## src/rtl/hdlc_rx_deframer_if.sv

```systemverilog
// Line-side bit stream in, decoded register access and frame status out.
// The deframer takes the slave side; the line decoder drives the master side.
interface hdlc_rx_deframer_if;
    logic        ce;
    logic        bit_in;
    logic [31:0] rx_address;
    logic [31:0] rx_data;
    logic        frame_valid;
    logic        crc_error;
    logic        length_error;
    logic        abort;
    logic        busy;
    logic [31:0] crc_counter;

    modport master (
        output ce,
        output bit_in,
        input  rx_address,
        input  rx_data,
        input  frame_valid,
        input  crc_error,
        input  length_error,
        input  abort,
        input  busy,
        input  crc_counter
    );

    modport slave (
        input  ce,
        input  bit_in,
        output rx_address,
        output rx_data,
        output frame_valid,
        output crc_error,
        output length_error,
        output abort,
        output busy,
        output crc_counter
    );
endinterface

```

## src/rtl/hdlc_rx_deframer.sv

```systemverilog
// HDLC receive deframer: flag hunt, zero destuffing, LSB-first byte assembly,
// CRC-16/X.25 check and unpacking of an address/data register access.
module hdlc_rx_deframer #(
    parameter int PAYLOAD_BYTES = 8
) (
    input  logic              clk,
    input  logic              rst_n,
    hdlc_rx_deframer_if.slave rx
);

    typedef enum logic {HUNT, RECV} state_t;

    localparam logic [4:0]  LEN_OK  = 5'(PAYLOAD_BYTES + 2);
    localparam logic [4:0]  LEN_OVF = 5'(PAYLOAD_BYTES + 3);
    localparam logic [15:0] RESIDUE = 16'hF0B8;

    state_t          state_q, state_d;
    logic [7:0]      raw_q, raw_d;
    logic [2:0]      ones_q, ones_d;
    logic [2:0]      part_q, part_d;
    logic [7:0]      byte_q, byte_d;
    logic [4:0]      bcnt_q, bcnt_d;
    logic [15:0]     crc_q, crc_d;
    logic [7:0][7:0] buf_q, buf_d;
    logic [31:0]     addr_q, addr_d;
    logic [31:0]     data_q, data_d;
    logic [31:0]     cnt_q, cnt_d;
    logic            fv_q, fv_d;
    logic            cerr_q, cerr_d;
    logic            lerr_q, lerr_d;
    logic            ab_q, ab_d;
    logic            busy_q, busy_d;
    logic            is_flag, is_abort, is_stuff;

    function automatic logic [15:0] crc_upd(input logic [15:0] c,
                                            input logic [7:0]  b);
        logic [15:0] r;
        r = c;
        for (int i = 0; i < 8; i++) begin
            r = (r[0] ^ b[i]) ? ((r >> 1) ^ 16'h8408) : (r >> 1);
        end
        return r;
    endfunction

    always_comb begin
        state_d  = state_q;
        raw_d    = raw_q;
        ones_d   = ones_q;
        part_d   = part_q;
        byte_d   = byte_q;
        bcnt_d   = bcnt_q;
        crc_d    = crc_q;
        buf_d    = buf_q;
        addr_d   = addr_q;
        data_d   = data_q;
        cnt_d    = cnt_q;
        fv_d     = 1'b0;
        cerr_d   = 1'b0;
        lerr_d   = 1'b0;
        ab_d     = 1'b0;
        is_flag  = 1'b0;
        is_abort = 1'b0;
        is_stuff = 1'b0;
        if (rx.ce) begin
            raw_d = {rx.bit_in, raw_q[7:1]};
            if (rx.bit_in) begin
                ones_d = (ones_q == 3'd7) ? 3'd7 : ones_q + 3'd1;
            end else begin
                ones_d = 3'd0;
            end
            is_flag  = (raw_d == 8'h7E);
            // Only the 6->7 transition aborts, so a long run of ones pulses once
            is_abort = rx.bit_in && (ones_q == 3'd6);
            is_stuff = !rx.bit_in && (ones_q == 3'd5);
            if (is_abort) begin
                ab_d    = 1'b1;
                state_d = HUNT;
            end else if (is_flag) begin
                if (state_q == RECV) begin
                    if (bcnt_q == 5'd0 && part_q == 3'd7) begin
                        fv_d = 1'b0;
                    end else if (bcnt_q == LEN_OK && part_q == 3'd7) begin
                        if (crc_q == RESIDUE) begin
                            fv_d   = 1'b1;
                            addr_d = buf_q[3:0];
                            data_d = buf_q[7:4];
                        end else begin
                            cerr_d = 1'b1;
                            cnt_d  = cnt_q + 32'd1;
                        end
                    end else begin
                        lerr_d = 1'b1;
                    end
                end
                state_d = RECV;
                part_d  = 3'd0;
                bcnt_d  = 5'd0;
                crc_d   = 16'hFFFF;
            end else if (!is_stuff && state_q == RECV) begin
                byte_d = {rx.bit_in, byte_q[7:1]};
                part_d = part_q + 3'd1;
                if (part_q == 3'd7) begin
                    crc_d = crc_upd(crc_q, byte_d);
                    if (bcnt_q < 5'd8) begin
                        buf_d[bcnt_q[2:0]] = byte_d;
                    end
                    bcnt_d = bcnt_q + 5'd1;
                    if (bcnt_d == LEN_OVF) begin
                        lerr_d  = 1'b1;
                        state_d = HUNT;
                    end
                end
            end
        end
        busy_d = (state_d == RECV) && (bcnt_d != 5'd0 || part_d != 3'd0);
    end

    always_ff @(posedge clk) begin
        if (!rst_n) begin
            state_q <= HUNT;
            raw_q   <= '0;
            ones_q  <= '0;
            part_q  <= '0;
            byte_q  <= '0;
            bcnt_q  <= '0;
            crc_q   <= '0;
            buf_q   <= '0;
            addr_q  <= '0;
            data_q  <= '0;
            cnt_q   <= '0;
            fv_q    <= 1'b0;
            cerr_q  <= 1'b0;
            lerr_q  <= 1'b0;
            ab_q    <= 1'b0;
            busy_q  <= 1'b0;
        end else begin
            state_q <= state_d;
            raw_q   <= raw_d;
            ones_q  <= ones_d;
            part_q  <= part_d;
            byte_q  <= byte_d;
            bcnt_q  <= bcnt_d;
            crc_q   <= crc_d;
            buf_q   <= buf_d;
            addr_q  <= addr_d;
            data_q  <= data_d;
            cnt_q   <= cnt_d;
            fv_q    <= fv_d;
            cerr_q  <= cerr_d;
            lerr_q  <= lerr_d;
            ab_q    <= ab_d;
            busy_q  <= busy_d;
        end
    end

    assign rx.rx_address   = addr_q;
    assign rx.rx_data      = data_q;
    assign rx.frame_valid  = fv_q;
    assign rx.crc_error    = cerr_q;
    assign rx.length_error = lerr_q;
    assign rx.abort        = ab_q;
    assign rx.busy         = busy_q;
    assign rx.crc_counter  = cnt_q;

endmodule

```

## src/flat_wrapper.sv

```systemverilog
// flat-port wrapper written by rule: the top's interface ports become plain ports
module hdlc_rx_deframer_flat 
#(
    parameter int PAYLOAD_BYTES = 8
)
  (clk, rst_n, rx_ce, rx_bit_in, rx_rx_address, rx_rx_data, rx_frame_valid, rx_crc_error, rx_length_error, rx_abort, rx_busy, rx_crc_counter);
  hdlc_rx_deframer_if rx_i ();
  input  logic clk;
  input  logic rst_n;
  input wire logic [$bits(rx_i.ce)-1:0] rx_ce;
  input wire logic [$bits(rx_i.bit_in)-1:0] rx_bit_in;
  output wire logic [$bits(rx_i.rx_address)-1:0] rx_rx_address;
  output wire logic [$bits(rx_i.rx_data)-1:0] rx_rx_data;
  output wire logic [$bits(rx_i.frame_valid)-1:0] rx_frame_valid;
  output wire logic [$bits(rx_i.crc_error)-1:0] rx_crc_error;
  output wire logic [$bits(rx_i.length_error)-1:0] rx_length_error;
  output wire logic [$bits(rx_i.abort)-1:0] rx_abort;
  output wire logic [$bits(rx_i.busy)-1:0] rx_busy;
  output wire logic [$bits(rx_i.crc_counter)-1:0] rx_crc_counter;
  assign rx_i.ce = rx_ce;
  assign rx_i.bit_in = rx_bit_in;
  assign rx_rx_address = rx_i.rx_address;
  assign rx_rx_data = rx_i.rx_data;
  assign rx_frame_valid = rx_i.frame_valid;
  assign rx_crc_error = rx_i.crc_error;
  assign rx_length_error = rx_i.length_error;
  assign rx_abort = rx_i.abort;
  assign rx_busy = rx_i.busy;
  assign rx_crc_counter = rx_i.crc_counter;
  hdlc_rx_deframer #(.PAYLOAD_BYTES(PAYLOAD_BYTES)) u_core (.clk(clk), .rst_n(rst_n), .rx(rx_i));
endmodule
```

## config.mk

```make
export PLATFORM = sky130hd
export DESIGN_NAME = hdlc_rx_deframer_flat
export DESIGN_NICKNAME = d
export VERILOG_FILES = /design/src/rtl/hdlc_rx_deframer_if.sv /design/src/rtl/hdlc_rx_deframer.sv /design/src/flat_wrapper.sv
export SDC_FILE = /design/constraint.sdc
export NUM_CORES = 1
export LEC_CHECK = 0
export BUFFER_PORTS_ARGS = -buffer_cell sky130_fd_sc_hd__buf_4
export CORE_ASPECT_RATIO = 0.5
export CORE_MARGIN = 2
export CORE_UTILIZATION = 57
export DETAILED_ROUTE_END_ITERATION = 12
export GPL_ROUTABILITY_DRIVEN = 0
export PLACE_DENSITY = 0.81
export SYNTH_ARGS = -nofsm -noshare
export SYNTH_HDL_FRONTEND = slang
export SYNTH_SLANG_ARGS = --single-unit
```

## constraint.sdc

```tcl
create_clock -name clk -period 2.9 [get_ports clk]
set_clock_uncertainty 0.1 [all_clocks]
set_input_delay 0.58 -clock clk [delete_from_list [all_inputs] [get_ports clk]]
set_output_delay 0.58 -clock clk [all_outputs]
set_load 0.03 [all_outputs]
```

==> flow_summary.toml, run 1 <==
[detailed_routing]
routedWlPerCell_um = 15.8
vias = 6902
wl_met1_um = 8830
drt_iter0_drc = 631
drtPass1Iterations = 6
viasPerCell = 5.61
routed-wl-met3_um = 1150
postRouteAntennaNets = 0
wl_um = 19500
post-route-drc-count = 0
wl_met2_um = 9100
highest_layer = "met4"

[finish]
n_antenna_cell = 0
nFillCells = 1124
finalNonFillerCells = 1230
area_delta_synth_final_pct = 19.0
multi_input_area_mm2 = 0.00388
fin_util_pct = 68.9
final_nets = 1038
drive_above_1_share_pct = 16.9
area.sequential_mm2 = 0.00415

[global_routing]
antenna_found_initial = 0
grt_pass1_wl_um = 31600
grt_pass1_vias = 6347
grt_overflow = 0
grt_max_degree = 87
globalRouteTotalUtil_pct = 24.6

[timing]
setup_viol = 0
rsz0062_at_grt = "false"
fmax_mhz = 363
relSlewSlack_pct = 54.8
layout_min_cycle_time_ns = 2.76
worstMarginPinSlew_ns = 0.677
fin_setup_tns_ns = 0
hold_viol_final = 0
slew_violations = 0
fin_crit_sh_pct = 95.0

[clock_network]
cts_hold_buf = 0
clkLatencyLatePin_ns = 0.49
cts_max_path_buffers = 3
cts_tree = "yes"
cts.clk_slew.worst_paths_ns = 0.06
clockRootBuffer = "clkbuf_16"
htree_num_levels = 1
cts-buffers-inserted = 19
clock_sinks = 207

[place]
post-place-cells = 1201
io_buffers = 104
dp_hpwl_um = 12400

[critical_path]
endpoint_kind = "flip-flop"
cp-start-kind = "flip-flop"
critical_path.max_fanout = 7
worstPathRequired_ns = 3.17
path_class = "reg -> reg"
worst_ep_arrival_time_ns = 3.02

[synth]
synthMostInstantiatedCell = "dfxtp_1"
syn_area_mm2 = 0.00833
synth-edff-count = 0
synth_fp_nets = 945
synth_top_area_cell = "dfxtp_1"
yosys_warnings = 0
synthTopCellsByCount = "207 x dfxtp_1, 152 x nand2_1, 138 x nor2_1"
async_reset_ff_share_pct = 0
yosysSeqAreaShare_pct = 49.7
synth_flop_cell = "dfxtp_1"
netlist.area_leader.share_pct = 49.7
synth.top_cells.by_area = "dfxtp_1 50%, mux2i_1 9.5%, nand2_1 6.8%, nor2_1 6.2%, a21oi_1 4.4%"
synth_cell_type_count = 47
netlist_instances = 931
postSynthAreaPerCell_um2 = 8.95
synth-seq-cells = 207

[floorplan]
die_x_um = 175
fp.dieH_um = 89.5
rows = 31
pin_count = 105
initial_core_util_pct = 57.9
core_area_mm2 = 0.0144
die_area_mm2 = 0.0157

[hold_path]
min_path_type = "in -> reg"

[power]
vdd_drop_max_mv = 0.317
total_power_uw = 5290
powerDensity_mw_per_mm2 = 533
p_leak_uw = 0.00398

[flow_run]
max-cap-violations = 0

[status]
status = "finished clean"
worst max-delay path, stage by stage (launching register included):
cell and delay, ns:
dfxtp_1 0.37, inv_1 0.15, ha_1 0.21, and4bb_1 0.30, nand4_4 0.18, or4_4 0.60, or4_4 0.53, xor2_1 0.14
nor2_1 0.05
report_power, final:
group | total (uW) | internal [uW] | switching (uW) | leakage, uW
logic | 82.9 | 18.8 | 64.1 | 0.00203
registers | 2850 | 2840 | 3.24 | 0.00167
clock network | 2350 | 1310 | 1050 | 0.000285
layer usage:
layer	global-route usage (%)	up-vias
li1	-	3334
met1	33.7	3292
met2	41.7	226
met3	3.91	50
met4	5.98	0
met5	0	-
cells by family after synthesis:
kind of cell / count (synthesis) / synth area share [%]
AO/OA/AOI/OAI: 117 / 7.72
XOR/XNOR: 51 / 5.36
adder cells (fa/ha/maj): 10 / 1.50
buffers and inverters: 69 / 3.79
flip-flops: 207 / 49.7
multiplexers: 80 / 9.63
AND/OR/NAND/NOR: 397 / 22.3
stage by stage:
step                      area [um2]  hold WS (ns)  setup slack, ns
final                           9910         0.282            0.144
after global routing            9910         0.294           0.0110
after CTS                       9910         0.275            0.122
after detailed placement        9340         0.346            0.127
after global placement          9340         0.336            0.207
after floorplan                 8330         0.331            0.288
layout make-up:
type	instances	area share, %
Clock buffer	25	5.43
Clock inverter	4	0.353
Inverter	10	0.429
Multi-Input combinational cell	655	39.2
Sequential cell	207	41.8
Tap cell	198	2.50
Timing Repair Buffer	131	10.3
cells in the final DEF, fill, tap and decap left out, types with 2 or more instances in the layout:
cell         n
buf_4      128
nor4_1       7
mux2i_1     79
or4_4        3
dfxtp_1    206
nor2_1     138
xnor2_1     25
and2_1       7
or3_1        4
o21a_1       2
buf_12       3
nor2b_1      5
clkbuf_16   19
ha_1        10
and4bb_1     2
o22ai_1     15
nand4bb_1    3
nor3_4       3
o21ai_0     16
inv_6        2
inv_1        9
clkbuf_1     2
nand2_1    152
clkinv_2     2
nand4_1     18
and4_1       6
xor2_1      26
a21oi_1     73
and3_1       7
nand3_1     21
nor3_1       9
clkbuf_8     4
nor4_2       2
a22oi_1      5
flip-flops by register name, summed over array words and instances (netlist names):
signal and cells:
u_core.ones_q 3, u_core.part_q 3, u_core.raw_q 7, u_core.rx.crc_counter 32, u_core.rx.rx_data 32, u_core.rx.rx_address 32
u_core.byte_q 7, u_core.buf_q 64, u_core.crc_q 16, u_core.bcnt_q 5, u_core.rx.abort 1, u_core.rx.frame_valid 1
u_core.rx.length_error 1, u_core.rx.busy 1, u_core.state_q 1, u_core.rx.crc_error 1
final timing paths:
kind / startpoint / cells after the start / slack (ns) / end
setup / recovery: u_core.bcnt_q[0]$_SDFF_PN0_ / 8 / 0.14 / u_core.rx.crc_counter[27]$_SDFFE_PN0P_
hold reg to reg: u_core.buf_q[8]$_SDFFE_PN0P_ / 2 / 0.35 / u_core.rx.rx_address[8]$_SDFFE_PN0P_
hold / removal: rst_n / 2 / 0.28 / u_core.rx.crc_counter[6]$_SDFFE_PN0P_
setup reg to reg: u_core.bcnt_q[0]$_SDFF_PN0_ / 8 / 0.14 / u_core.rx.crc_counter[27]$_SDFFE_PN0P_
repair_timing:
item / CTS / global route
setup buffers: 0 / 0
gates resized for setup: 0 / 1
endpoints found under the setup margin: 0 / 1
No activity file was read; power rests on OpenSTA's default activity.
==> run 2: changes to the inputs <==
- CORE_UTILIZATION: 57 -> 40
- CTS_CLUSTER_SIZE: default -> 28
- PLACE_DENSITY: 0.81 -> 0.61
==> run 2 against run 1 <==
Cell count is 6.9% higher; via count is 3.7% lower; maximum frequency is 0.60% higher.
==> flow_summary.toml, run 2 (synthesis results as in run 1) <==
[finish]
layout_common_cells = "207 x dfxtp_1, 152 x nand2_1, 138 x nor2_1"
multi_input_area_mm2 = 0.00388
largest_reg_flops = 64
area.sequential_mm2 = 0.00414
n_antenna_cell = 0
final_nets = 1044
final_area_mm2 = 0.0102
nFillCells = 1983
fin_util_pct = 49.5
largest-register = "u_core.buf_q"
drive_above_1_share_pct = 17.5
area_delta_synth_final_pct = 21.9
finalNonFillerCells = 1315
mostFrequentLayoutCell = "dfxtp_1"

[critical_path]
cp-start-kind = "flip-flop"
cp-startpoint = "u_core.part_q[0]$_SDFF_PN0_"
worstPathRequired_ns = 3.17
critical_path.max_fanout = 5
path_class = "reg -> reg"
slowest_stage = "or4_4"
endpoint_kind = "flip-flop"
timing.rr.end = "u_core.rx.crc_counter[27]$_SDFFE_PN0P_"
worst_ep_arrival_time_ns = 3.01
reg2reg_depth = 8
path_cells = "ha_1, ha_1, and4bb_1, nand4_4, or4_4, or4_4, xor2_1, nor2_1"
critPathMaxStageDelay_ns = 0.58
r2r_setup_slack_ns = 0.16
rr_startpoint = "u_core.part_q[0]$_SDFF_PN0_"
crit_family = "simple AND/OR/NAND/NOR gates"
worst-path-buf-inv = 0

[power]
powerDensity_mw_per_mm2 = 550
p_leak_uw = 0.00406
vdd_drop_max_mv = 0.280
total_power_uw = 5590

[floorplan]
fp.dieH_um = 106
initial_core_util_pct = 40.6
core_area_mm2 = 0.0205
die_x_um = 208
pin_count = 105
rows = 37
die_area_mm2 = 0.0221

[timing]
fmax_mhz = 365
rsz0062_at_grt = "false"
hold_viol_final = 0
slew_violations = 0
relSlewSlack_pct = 52.9
worstMarginPinSlew_ns = 0.706
fin_crit_sh_pct = 94.5
layout_min_cycle_time_ns = 2.74
setup_viol = 0
fin_setup_tns_ns = 0

[clock_network]
htree_num_levels = 1
cts_max_path_buffers = 3
cts_hold_buf = 0
postCtsSetupBuffers = 0
clock_sinks = 207
cts.clk_slew.worst_paths_ns = 0.07
cts_resized = 0
clockRootBuffer = "clkbuf_16"
cts-buffers-inserted = 20
cts_tree = "yes"
clkLatencyLatePin_ns = 0.51

[hold_path]
holdPathStages = 2
min_path_type = "in -> reg"
worstHoldEndpoint = "u_core.rx.crc_counter[6]$_SDFFE_PN0P_"
hp-start = "rst_n"

[global_routing]
globalRouteTotalUtil_pct = 18.0
antenna_found_initial = 0
grt.busiest_layer = "met2"
met1_usage_pct = 26.2
met2_usage_pct = 28.2
grt_pass1_vias = 6307
global_route.usage.met3_pct = 3.19
grt_overflow = 0
grt_max_degree = 82
grt_pass1_wl_um = 32800

[detailed_routing]
drtPass1Iterations = 5
post-route-drc-count = 0
vias = 6650
wl_um = 19800
postRouteAntennaNets = 0
drt_iter0_drc = 527
routedWlPerCell_um = 15.0
viasPerCell = 5.06

[place]
place_area_mm2 = 0.00947
io_buffers = 104
post-place-cells = 1281
dp_hpwl_um = 13000

[status]
status = "finished clean"

[flow_run]
max-cap-violations = 0
[run 2: through the flow]
step / setup WS [ns] / hold WS [ns]
global route: 0.0496 / 0.286
global placement: 0.222 / 0.338
finish: 0.161 / 0.276
CTS: 0.170 / 0.273
detailed placement: 0.180 / 0.345
floorplan: 0.288 / 0.331
[run 2: power breakdown]
group	switching [uW]	internal, uW
Clock	1100	1550
Combinational	66.7	20.4
Sequential	3.01	2840
Total	1170	4420
[run 2: final cells by class]
cell class | instances | area share (%)
timing repair buffer | 136 | 10.4
tap | 273 | 3.36
inverter | 10 | 0.419
multi-input combinational | 655 | 38.2
clock inverter | 4 | 0.727
sequential | 207 | 40.8
clock buffer | 30 | 5.99
[run 2: routing by layer]
layer  wire, um  vias up
met5          0        -
met4        261        0
met3        849       23
met2       8550      115
met1      10100     3156
li1           -     3356
[run 2: how the worst max path moves through the flow]
stage | to | slack (ns) | depth (start not counted)
floorplan | u_core.rx.crc_counter[27]$_SDFFE_PN0P_ | 0.29 | 9
global placement | u_core.rx.crc_counter[27]$_SDFFE_PN0P_ | 0.22 | 7
detailed placement | u_core.rx.crc_counter[27]$_SDFFE_PN0P_ | 0.18 | 8
CTS | u_core.rx.crc_counter[27]$_SDFFE_PN0P_ | 0.17 | 8
global route | u_core.rx.crc_counter[27]$_SDFFE_PN0P_ | 0.05 | 8
finish | u_core.rx.crc_counter[27]$_SDFFE_PN0P_ | 0.16 | 8
